===== config.mk =====
export PLATFORM = sky130hd
export DESIGN_NAME = ps2_digit_entry
export DESIGN_NICKNAME = d
export VERILOG_FILES = /design/src/rtl/ps2_pkg.sv /design/src/rtl/ps2_rx_frame.sv /design/src/rtl/ps2_digit_entry.sv
export SDC_FILE = /design/constraint.sdc
export NUM_CORES = 1
export LEC_CHECK = 0
export BUFFER_PORTS_ARGS = -buffer_cell sky130_fd_sc_hd__buf_2
export CORE_MARGIN = 2
export CORE_UTILIZATION = 60
export CTS_CLUSTER_DIAMETER = 150
export CTS_CLUSTER_SIZE = 8
export DETAILED_ROUTE_END_ITERATION = 7
export GPL_TIMING_DRIVEN = 0
export PLACE_DENSITY = 0.77
export SYNTH_ARGS = -nofsm -noshare
export SYNTH_HDL_FRONTEND = slang
export SYNTH_SLANG_ARGS = --single-unit

===== constraint.sdc =====
create_clock -name CLK -period 2.35 [get_ports CLK]
set_input_delay 0.1175 -clock CLK [delete_from_list [all_inputs] [get_ports CLK]]
set_output_delay 0.1175 -clock CLK [all_outputs]
set_load 0.01 [all_outputs]

===== src/rtl/ps2_pkg.sv =====
// Shared PS/2 scan-code constants, key-action type and digit lookup
// for the numeric-entry keyboard block.
package ps2_pkg;

    localparam int unsigned FRAME_BITS = 11;

    localparam logic [7:0] SC_BRK   = 8'hF0;
    localparam logic [7:0] SC_EXT   = 8'hE0;
    localparam logic [7:0] SC_ENTER = 8'h5A;
    localparam logic [7:0] SC_BKSP  = 8'h66;
    localparam logic [7:0] SC_ESC   = 8'h76;

    typedef enum logic [2:0] {
        KEY_NONE,
        KEY_DIGIT,
        KEY_BKSP,
        KEY_ESC,
        KEY_ENTER
    } key_act_e;

    // Returns {valid, bcd}. Main-row digits never carry E0; keypad digits
    // are accepted with or without the E0 prefix.
    function automatic logic [4:0] scan_to_bcd(input logic [7:0] code, input logic ext);
        logic [4:0] main_r;
        logic [4:0] kp_r;
        main_r = '0;
        kp_r   = '0;
        case (code)
            8'h45: main_r = 5'h10;
            8'h16: main_r = 5'h11;
            8'h1E: main_r = 5'h12;
            8'h26: main_r = 5'h13;
            8'h25: main_r = 5'h14;
            8'h2E: main_r = 5'h15;
            8'h36: main_r = 5'h16;
            8'h3D: main_r = 5'h17;
            8'h3E: main_r = 5'h18;
            8'h46: main_r = 5'h19;
            8'h70: kp_r   = 5'h10;
            8'h69: kp_r   = 5'h11;
            8'h72: kp_r   = 5'h12;
            8'h7A: kp_r   = 5'h13;
            8'h6B: kp_r   = 5'h14;
            8'h73: kp_r   = 5'h15;
            8'h74: kp_r   = 5'h16;
            8'h6C: kp_r   = 5'h17;
            8'h75: kp_r   = 5'h18;
            8'h7D: kp_r   = 5'h19;
            default: begin
                main_r = '0;
                kp_r   = '0;
            end
        endcase
        return ext ? kp_r : (main_r | kp_r);
    endfunction

endpackage


===== src/rtl/ps2_rx_frame.sv =====
// PS/2 frame receiver: pin synchronisers, falling-edge detect, 11-bit
// shift/check (start, odd parity, stop) and partial-frame timeout.
module ps2_rx_frame
    import ps2_pkg::*;
#(
    parameter int unsigned TIMEOUT_CYC = 50000,
    parameter int unsigned SYNC_STAGES = 2
) (
    input  logic       CLK,
    input  logic       reset,
    input  logic       PS2_CLK,
    input  logic       PS2_DATA,
    output logic       rx_valid,
    output logic [7:0] rx_byte,
    output logic       rx_err
);

    localparam int unsigned TW = $clog2(TIMEOUT_CYC + 1);
    localparam logic [3:0] LAST_BIT = 4'(FRAME_BITS - 1);
    localparam logic [TW-1:0] TMO_LAST = TW'(TIMEOUT_CYC - 1);

    logic [SYNC_STAGES-1:0] clk_sync_q, clk_sync_d;
    logic [SYNC_STAGES-1:0] data_sync_q, data_sync_d;
    logic                   clk_prev_q, clk_prev_d;
    logic [3:0]             bit_cnt_q, bit_cnt_d;
    logic [9:0]             shift_q, shift_d;
    logic [TW-1:0]          tmo_q, tmo_d;
    logic                   valid_q, valid_d;
    logic                   err_q, err_d;
    logic [7:0]             byte_q, byte_d;

    logic fall;
    logic data_bit;

    always_comb begin
        clk_sync_d  = {clk_sync_q[SYNC_STAGES-2:0], PS2_CLK};
        data_sync_d = {data_sync_q[SYNC_STAGES-2:0], PS2_DATA};
        clk_prev_d  = clk_sync_q[SYNC_STAGES-1];
        fall        = clk_prev_q & ~clk_sync_q[SYNC_STAGES-1];
        data_bit    = data_sync_q[SYNC_STAGES-1];

        bit_cnt_d = bit_cnt_q;
        shift_d   = shift_q;
        tmo_d     = tmo_q;
        valid_d   = 1'b0;
        err_d     = 1'b0;
        byte_d    = byte_q;

        if (fall) begin
            tmo_d = '0;
            if (bit_cnt_q == LAST_BIT) begin
                // shift_q holds bits 0..9 with the start bit at [0]; data_bit is the stop bit
                bit_cnt_d = '0;
                if (!shift_q[0] && data_bit && (^shift_q[9:1])) begin
                    valid_d = 1'b1;
                    byte_d  = shift_q[8:1];
                end else begin
                    err_d = 1'b1;
                end
            end else begin
                shift_d   = {data_bit, shift_q[9:1]};
                bit_cnt_d = bit_cnt_q + 4'd1;
            end
        end else if (bit_cnt_q != '0) begin
            if (tmo_q == TMO_LAST) begin
                bit_cnt_d = '0;
                tmo_d     = '0;
                err_d     = 1'b1;
            end else begin
                tmo_d = tmo_q + TW'(1);
            end
        end else begin
            tmo_d = '0;
        end
    end

    always_ff @(posedge CLK) begin
        if (reset) begin
            clk_sync_q  <= '1;
            data_sync_q <= '1;
            clk_prev_q  <= 1'b1;
            bit_cnt_q   <= '0;
            shift_q     <= '0;
            tmo_q       <= '0;
            valid_q     <= 1'b0;
            err_q       <= 1'b0;
            byte_q      <= '0;
        end else begin
            clk_sync_q  <= clk_sync_d;
            data_sync_q <= data_sync_d;
            clk_prev_q  <= clk_prev_d;
            bit_cnt_q   <= bit_cnt_d;
            shift_q     <= shift_d;
            tmo_q       <= tmo_d;
            valid_q     <= valid_d;
            err_q       <= err_d;
            byte_q      <= byte_d;
        end
    end

    assign rx_valid = valid_q;
    assign rx_byte  = byte_q;
    assign rx_err   = err_q;

endmodule


===== src/rtl/ps2_digit_entry.sv =====
// PS/2 numeric-entry block: decodes release events into BCD digit slots
// with Backspace, Escape and Enter handling.
module ps2_digit_entry
    import ps2_pkg::*;
#(
    parameter int unsigned NUM_DIGITS  = 3,
    parameter int unsigned TIMEOUT_CYC = 50000,
    parameter int unsigned SYNC_STAGES = 2
) (
    input  logic                              CLK,
    input  logic                              reset,
    input  logic                              PS2_CLK,
    input  logic                              PS2_DATA,
    output logic [4*NUM_DIGITS-1:0]           oDigits,
    output logic [$clog2(NUM_DIGITS+1)-1:0]   oCount,
    output logic                              oNumRdy,
    output logic                              oFrameErr,
    output logic [7:0]                        oLED
);

    localparam int unsigned CW = $clog2(NUM_DIGITS + 1);
    localparam logic [CW-1:0] FULL = CW'(NUM_DIGITS);

    logic       rx_valid;
    logic [7:0] rx_byte;
    logic       rx_err;

    ps2_rx_frame #(
        .TIMEOUT_CYC (TIMEOUT_CYC),
        .SYNC_STAGES (SYNC_STAGES)
    ) u_rx (
        .CLK      (CLK),
        .reset    (reset),
        .PS2_CLK  (PS2_CLK),
        .PS2_DATA (PS2_DATA),
        .rx_valid (rx_valid),
        .rx_byte  (rx_byte),
        .rx_err   (rx_err)
    );

    logic [4*NUM_DIGITS-1:0] digits_q, digits_d;
    logic [CW-1:0]           count_q, count_d;
    logic                    rdy_q, rdy_d;
    logic                    clr_q, clr_d;
    logic                    ext_q, ext_d;
    logic                    brk_q, brk_d;
    logic [7:0]              led_q, led_d;

    logic [4:0]  bcd_r;
    key_act_e    act;
    int unsigned slot;

    always_comb begin
        bcd_r = scan_to_bcd(rx_byte, ext_q);
        slot  = 32'(count_q);
        act   = KEY_NONE;
        if (bcd_r[4]) begin
            act = KEY_DIGIT;
        end else begin
            case (rx_byte)
                SC_BKSP:  act = KEY_BKSP;
                SC_ESC:   act = KEY_ESC;
                SC_ENTER: act = KEY_ENTER;
                default:  act = KEY_NONE;
            endcase
        end

        digits_d = digits_q;
        count_d  = count_q;
        rdy_d    = 1'b0;
        clr_d    = 1'b0;
        ext_d    = ext_q;
        brk_d    = brk_q;
        led_d    = led_q;

        // Enter holds the count for the ready cycle, then empties the entry
        if (clr_q) begin
            count_d = '0;
        end

        if (rx_err) begin
            ext_d = 1'b0;
            brk_d = 1'b0;
        end else if (rx_valid) begin
            led_d = rx_byte;
            if (rx_byte == SC_EXT) begin
                ext_d = 1'b1;
            end else if (rx_byte == SC_BRK) begin
                brk_d = 1'b1;
            end else begin
                ext_d = 1'b0;
                brk_d = 1'b0;
                if (brk_q) begin
                    case (act)
                        KEY_DIGIT: begin
                            if (count_q < FULL) begin
                                digits_d[4*slot +: 4] = bcd_r[3:0];
                                count_d = count_q + CW'(1);
                            end
                        end
                        KEY_BKSP: begin
                            if (count_q != '0) begin
                                digits_d[4*(slot-1) +: 4] = '0;
                                count_d = count_q - CW'(1);
                            end
                        end
                        KEY_ESC: begin
                            digits_d = '0;
                            count_d  = '0;
                        end
                        KEY_ENTER: begin
                            if (count_q == FULL) begin
                                rdy_d = 1'b1;
                                clr_d = 1'b1;
                            end
                        end
                        default: begin
                            digits_d = digits_q;
                        end
                    endcase
                end
            end
        end
    end

    always_ff @(posedge CLK) begin
        if (reset) begin
            digits_q <= '0;
            count_q  <= '0;
            rdy_q    <= 1'b0;
            clr_q    <= 1'b0;
            ext_q    <= 1'b0;
            brk_q    <= 1'b0;
            led_q    <= '0;
        end else begin
            digits_q <= digits_d;
            count_q  <= count_d;
            rdy_q    <= rdy_d;
            clr_q    <= clr_d;
            ext_q    <= ext_d;
            brk_q    <= brk_d;
            led_q    <= led_d;
        end
    end

    assign oDigits   = digits_q;
    assign oCount    = count_q;
    assign oNumRdy   = rdy_q;
    assign oFrameErr = rx_err;
    assign oLED      = led_q;

endmodule


After elaboration in Yosys (flattened, before gate mapping). Index checks and enable logic that the tools add are counted.

Input port bits: 4. Flip-flop bits (word level): 70. Word-level logic and storage cells: 127. Output and inout port bits: 24.

Reduce and logical (&&, ||, !) cells: 20. Multiplexer cells: 33. Equality and inequality tests: 35. Bitwise logic cells: 12. Add/subtract/negate cells: 7. Shifts and indexed selects: 4. Order comparisons: 1.

Operators by type and width (count): $eq 8x7->1 const B (15); $pmux 5 s10 (2); $shift 4x34->12 const A (2); $eq 8x6->1 const B (6); $pmux 12 s3 (1); $neg 32->34 (1); $neg 4->34 (1); $shiftx 4x34->12 (1); $shiftx 4x34->12 const A (1); $bwmux 12 (2); $mux 12 (2); $add 16x1->16 const B (1); $eq 16x16->1 const B (1); $eq 8x5->1 const B (2); $eq 8x8->1 const B (2); $mux 2 (8); $mux 4 (4); $mux 1 (10); $not 1->1 (10); $reduce_and 2->1 (5); $pmux 3 s3 (1); $reduce_xor 9->1 (1); $reduce_and 8->1 (1); $reduce_or 7->1 (1); other kinds (25) (31).

Longest topological paths before layout. Gate-level depths: netlist of run 1.

Depth in word-level cells: 12. Mapped depth: 8. Gate-level depth less buffers: 7.

Modules after synthesis. From an unflattened synthesis of run 1, not the netlist that was laid out.

Cells, all modules: 405. Area total of the unflattened synthesis: 3597.2 um2.

By module, submodules not included: ps2_rx_frame (area an instance 1964.4 um2, seq. area each 900.9 um2, times used 1, cells an instance 207); ps2_digit_entry (area an instance 1632.8 um2, seq. area each 500.5 um2, times used 1, cells an instance 198).

Worst setup path after synthesis of run 1. No wires, ideal clock.

Kind: reg2reg. Start point: register u_rx.tmo_q[0]. End point: register u_rx.tmo_q[11]. Clock period less this slack: 1898 ps. Data required time: 2285 ps. Arrival time: 1833 ps. Path buffers: 2. Cell stages (with the launch flop): 8. Setup slack: 452 ps. Path through: dfxtp_1 -> ha_1 -> and3_1 -> and4_1 -> or4b_1 -> clkbuf_1 -> clkbuf_1 -> nor2_1.

Longest elaborated chain between the ends: 2.

Ends and longest elaborated chain: start, declared (line ps2_rx_frame.sv:27) `logic [TW-1:0] tmo_q, tmo_d;`; start signal, assigned (line ps2_rx_frame.sv:94) `tmo_q <= tmo_d;`; parallel branches: the longest is 2 deep, another holds $add 16x1->16.

Several ways; the timed one is not identified. A chain may end at the register's enable or synchronous reset.

==> results of run 1 <==
-- through the flow --
step	utilization, %	total power, mW	setup slack [ns]	hold WS (ns)	cell area [um^2]
global placement	65.6	1.31	0.224	0.304	3860
detailed placement	65.6	1.31	0.157	0.305	3860
floorplan	-	1.28	0.452	0.221	3630
finish	69.6	2.35	0.203	0.291	4100
CTS	69.6	2.36	0.127	0.271	4100
global route	69.6	2.42	-0.0000786	0.335	4100
-- cell families after synthesis --
group                    synth area share, %
AO/OA/AOI/OAI                           15.3
XOR/XNOR                                6.20
multiplexers                            3.34
AND/OR/NAND/NOR                         28.8
flip-flops                              38.6
adder cells (fa/ha/maj)                 3.79
buffers and inverters                   3.96
-- cells in the mapped netlist, drive strengths merged, types with 4 or more instances --
| cell type | count |
|---|---|
| xor2 | 6 |
| o21ai | 10 |
| nor2 | 49 |
| buf | 11 |
| a31oi | 5 |
| xnor2 | 15 |
| o211ai | 4 |
| inv | 8 |
| o2bb2ai | 6 |
| nand4 | 6 |
| mux2i | 11 |
| nor2b | 13 |
| a211oi | 4 |
| nand2b | 16 |
| nand3 | 10 |
| dfxtp | 70 |
| a21oi | 32 |
| or3 | 4 |
| nand2 | 49 |
| clkbuf | 15 |
| ha | 11 |
| and3 | 10 |
| nor4 | 5 |
| nor3 | 8 |
| or2 | 5 |
-- layer usage --
metal  share of wire [%]  global-route usage [%]
met1                  45                    34.3
met2                  48                    46.2
met3                 5.5                    4.95
met4                 1.3                    10.5
met5                   0                       0
-- worst min-delay path, cell delays in order --
cell	delay, ns
buf_2	0.14
or3_1	0.14
nor3_2	0.06
nand4_1	0.09
o21ai_1	0.06
-- layout make-up --
type	count	share of cell area (%)
Inverter	8	0.733
Timing Repair Buffer	29	3.79
Buffer	25	2.69
Clock buffer	10	3.12
Tap cell	75	2.29
Clock inverter	6	2.11
Multi-Input combinational cell	325	51.1
Sequential cell	70	34.2
-- path summary, 6_finish.rpt --
kind | start | end | slack (ns) | cells past startpoint
max | u_rx.rx_byte[5] | register | 0.20 | 8
min | reset | register | 0.29 | 5
max reg2reg | u_rx.rx_byte[5] | register | 0.20 | 8
min reg2reg | u_rx.data_sync_q[0] | u_rx.data_sync_q[1] | 0.41 | 1
-- report_power, final --
group / leakage [nW] / switching (mW) / total (mW) / internal (mW)
registers: 0.565 / 0.00846 / 1.20 / 1.19
logic: 0.950 / 0.0529 / 0.0807 / 0.0278
clock network: 0.106 / 0.471 / 1.07 / 0.596
total: 1.62 / 0.533 / 2.35 / 1.82
-- repair_timing --
item / 4_1_cts / 5_1_grt
resized for setup: 0 / 1
endpoints found under the setup margin: 0 / 6
hold buffers: 2 / 0
endpoints found under the hold margin: 2 / 0
==> flow_summary_export.csv, run 1 <==
group,metric,value,unit
yosys,synth_cells,429,
routing,wl_per_cell,15.2,um
yosys,yosysTopAreaCellShare,38.6,%
routing,via_per_inst,5.81,
yosys,syn-num-nets,444,
routing,drcViolationCount,0,
routing,dr.pass1.iters,5,
setup_path,crit_chain,"buf_2, nand3b_1, nor3_2, buf_2, nor2_1, a211oi_1, o21ai_1, o2bb2ai_1",
routing,wl,8330,um
timing,tightest_slew,0.669,ns
placement,portBuffers,27,
power_and_ir_drop,power-per-cell-area,573,nW/um^2
yosys,synthFlopType,"dfxtp_1",
timing,final_hold_viol_count,0,
yosys,synth_edf_count,0,
timing,maxSlewViolCount,0,
yosys,yosysWarningCount,0,
setup_path,crit_slowest_cell,"dfxtp_1",
placement,gp_congestion,0.882,
global_routing,antenna_found_initial,0,
power_and_ir_drop,ir_drop,0.445,mV
clock_network,numCtsBuffers,9,
yosys,synth_seq_cells,70,
clock_network,worstSkewPairLatency,0.36,ns
setup_path,worst_path_dominant_cell_family,"simple AND/OR/NAND/NOR gates",
routing,final_antenna_net_count,0,
outcome,status,"finished, final reports clean",
clock_network,postCtsSetupBuffers,0,
yosys,yosysUniqueCellTypes,65,
timing,fmax,466,MHz
yosys,ys_seq_area_share,38.6,%
global_routing,grt_pass1_vias,3016,
yosys,yosysTopAreaCell,"dfxtp_1",
routing,initialDrtViolationCount,275,
run,maxCapViolations,0,
floorplanning,io_pins,28,
timing,period_minus_slack,2.15,ns
layout,antenna_cells,0,
layout,fillers,510,
floorplanning,coreArea,5890,um^2
floorplanning,initial_core_util,61.7,%
setup_path,worstSetupPathType,"reg2reg",
clock_network,h-tree-depth,3,
setup_path,path_max_fanout,10,
setup_path,end_kind,"register",
hold_path,worst_hold_path_type,"in2reg",
floorplanning,die_y,81.8,um
setup_path,critPathLaunchType,"register",
timing,maxSlewHeadroom,55.4,%
setup_path,cp_num_buf_inv,2,
timing,setup_viol,0,
layout,multi_input_area,2090,um^2
power_and_ir_drop,p_leak,1.62,nW
global_routing,grt_first_pass_wirelength,13900,um
timing,finalClockSkew,0.00749,ns
global_routing,grt_overflow,0,
layout,layout.cells.non_filler,548,
timing,period_share,91.3,%
setup_path,slowest_delay,0.36,ns
timing,tns,0,ns
layout,fin_nets,483,
global_routing,grt_util_all_layers,27.2,%
clock_network,cts_buffer_depth,2,
yosys,avgSynthCellArea,8.47,um^2
clock_network,cts_tree,"built",
floorplanning,num_rows,28,
global_routing,grt_max_degree,13,
layout,layout_commonest_cell,"dfxtp_1",
floorplanning,die-area,6690,um^2
layout,final_cell_mix,"dfxtp_1, nor2_1, nand2_1, buf_2, a21oi_1",
floorplanning,fp.dieW,81.8,um
yosys,ys_async_sr_fraction,0,%
clock_network,clk_pin_slew,0.08,ns
placement,dp_cells,531,
clock_network,cts.sinks,70,
placement,dp_hpwl,5980,um
yosys,synth_area,3630,um^2
setup_path,critPathArrivalTime,2.38,ns
yosys,synth_area_leaders,"dfxtp_1, nand2_1, nor2_1",
setup_path,required,2.58,ns
routing,vias,3185,
layout,area_growth,12.8,%
setup_path,critPathMostFrequentCell,"buf_2",
layout,seq_area,1400,um^2
layout,layout-drive-gt1-share,14.6,%
clock_network,ctsRootBufferMaster,"clkbuf_8",
No activity file was read; power rests on OpenSTA's default activity.
==> run 2, diff against run 1 <==
Settings changed: CORE_UTILIZATION 60 to 52, CTS_CLUSTER_DIAMETER 150 to unset, PLACE_DENSITY 0.77 to 0.68, SYNTH_HIERARCHICAL set to 1.
==> run 2 against run 1 <==
Sequential share of layout area shrank 0.29 points. Non-clock buffer count is the same. Synthesized cell count shrank 5.6%. Design area grew 0.95%. Routed wire length shrank 5.6%. Register-to-register slack lost 0.14 ns. Flip-flop and latch count is the same. Worst setup slack lost 0.14 ns. Hold slack lost 0.020 ns. Global-route usage shrank 5.1 points.
==> flow_summary_export.csv, run 2 <==
group,metric,value,unit
floorplanning,initial_core_util,53.2,%
yosys,synth_seq_cells,70,
timing,rsz0062_at_grt,"yes",
global_routing,grt_util_all_layers,22.1,%
routing,drcViolationCount,0,
yosys,yosysTopAreaCell,"dfxtp_1",
timing,setup_viol,0,
floorplanning,die_y,87.2,um
yosys,ys_seq_area_share,39.0,%
yosys,yosysTopAreaCellShare,39.0,%
setup_path,worstSetupPathType,"reg2reg",
yosys,yosysUniqueCellTypes,63,
setup_path,end_kind,"register",
setup_path,r2r_start,"u_rx/rx_byte[3]",
clock_network,cts_buffer_depth,2,
clock_network,numCtsBuffers,9,
floorplanning,coreArea,6760,um^2
timing,tns,0,ns
timing,period_minus_slack,2.29,ns
setup_path,required,2.59,ns
yosys,synth_edf_count,0,
routing,wl_per_cell,14.8,um
yosys,yosysMostFrequentCell,"dfxtp_1",
timing,tightest_slew,0.598,ns
global_routing,grt_overflow,0,
timing,fmax,438,MHz
placement,place_ws,-0.0150,ns
global_routing,grt_first_pass_wirelength,13200,um
timing,final_hold_viol_count,0,
routing,final_antenna_net_count,0,
timing,finalClockSkew,0.0113,ns
clock_network,ctsRootBufferMaster,"clkbuf_8",
yosys,avgSynthCellArea,8.88,um^2
layout,layout-drive-gt1-share,18.6,%
layout,area_growth,15.0,%
hold_path,hold_start,"reset",
floorplanning,io_pins,28,
routing,vias,3059,
clock_network,cts_tree,"built",
placement,portBuffers,27,
timing,postLayoutSetupSlackWorst,0.0649,ns
floorplanning,num_rows,30,
routing,dr.pass1.iters,4,
placement,gp_congestion,0.909,
run,maxCapViolations,0,
global_routing,antenna_found_initial,0,
setup_path,startpoint,"u_rx/rx_byte[3]",
setup_path,critPathArrivalTime,2.53,ns
routing,initialDrtViolationCount,228,
timing,period_share,97.2,%
clock_network,h-tree-depth,3,
yosys,synth_area_leaders,"dfxtp_1, mux2i_1, nand2_1",
layout,layout_commonest_cell,"dfxtp_1",
placement,dp_hpwl,5720,um
yosys,synth_area,3600,um^2
clock_network,worstSkewPairLatency,0.34,ns
hold_path,worst_hold_path_type,"in2reg",
layout,utilization,61.2,%
setup_path,critPathLaunchType,"register",
floorplanning,fp.dieW,87.2,um
outcome,status,"finished, final reports clean",
setup_path,path_max_fanout,7,
yosys,synthFlopType,"dfxtp_1",
layout,antenna_cells,0,
routing,wl,7860,um
power_and_ir_drop,p_leak,1.51,nW
timing,maxSlewHeadroom,60.1,%
yosys,synth_cells,405,
global_routing,grt_max_degree,13,
routing,via_per_inst,5.76,
power_and_ir_drop,ir_drop,0.367,mV
yosys,ys_async_sr_fraction,0,%
yosys,yosysWarningCount,6,
yosys,ys_top_cells_by_count,"dfxtp_1, nand2_1, nor2_1",
power_and_ir_drop,power-per-cell-area,558,nW/um^2
clock_network,cts.sinks,70,
layout,fin_nets,461,
layout,final_cell_mix,"dfxtp_1, nand2_1, buf_2, nor2_1, mux2i_1",
global_routing,grt_pass1_vias,2839,
timing,maxSlewViolCount,0,
yosys,syn-num-nets,420,
clock_network,clk_pin_slew,0.08,ns
floorplanning,die-area,7600,um^2
-- run 2: cell families after synthesis --
logic type	synth area share, %
XOR/XNOR	5.43
buffers and inverters	4.70
multiplexers	7.03
AND/OR/NAND/NOR	24.5
flip-flops	39.0
AO/OA/AOI/OAI	15.6
adder cells (fa/ha/maj)	3.83
-- run 2: area by class of cell --
class | instances | area (um^2)
buffer | 24 | 124
sequential | 70 | 1400
timing repair buffer | 30 | 163
inverter | 14 | 52.6
multi-input combinational | 297 | 2080
tap | 80 | 100
clock buffer | 9 | 124
fill | 615 | 2620
clock inverter | 7 | 88.8
-- run 2: final timing paths --
path / end / slack [ns] / cells after the start
max: register / 0.06 / 7
min: clr_q / 0.27 / 4
max reg2reg: register / 0.06 / 7
min reg2reg: u_rx/clk_sync_q[1] / 0.41 / 1
-- run 2: layer usage --
| metal | up-vias | GRT usage, % | part of all wire, % |
|---|---|---|---|
| met2 | 81 | 34.5 | 45 |
| met5 | - | 0 | 0 |
| met4 | 0 | 9.65 | 2.2 |
| li1 | 1535 | - | - |
| met1 | 1424 | 29.3 | 48 |
| met3 | 19 | 5.21 | 4.7 |
-- run 2: through the flow --
| stage | power, mW | cells | hold WS (ns) | cell area [um^2] |
|---|---|---|---|---|
| CTS | 2.33 | 531 | 0.256 | 4070 |
| global placement | 1.28 | 512 | 0.304 | 3830 |
| global route | 2.40 | 531 | 0.297 | 4140 |
| detailed placement | 1.28 | 512 | 0.306 | 3830 |
| finish | 2.31 | 531 | 0.271 | 4140 |
| floorplan | 1.26 | 405 | 0.221 | 3600 |
-- run 2: critical path, stage by stage (launching register included) --
cell and delay [ns]:
dfxtp_1 0.33, clkbuf_2 0.20, xor2_1 0.36, o221ai_1 0.24
a32oi_2 0.37, a2111o_1 0.38, nor2_2 0.10, a22o_1 0.20
-- run 2: power breakdown --
group          internal, mW  leakage, nW  total (mW)  switching [mW]
sequential             1.19        0.565        1.20         0.00367
clock                 0.592        0.113        1.05           0.459
combinational        0.0235        0.833      0.0633          0.0398
-- run 2: repair_timing --
| item | in CTS | in global routing |
|---|---|---|
| cloned | 0 | 0 |
| hold buffers | 2 | 0 |
| buffers inserted | 1 | 0 |
| gates resized for setup | 0 | 18 |
| pin swaps | 1 | 4 |
| endpoints found under the hold margin | 2 | 0 |
| endpoints found under the setup margin | 4 | 13 |
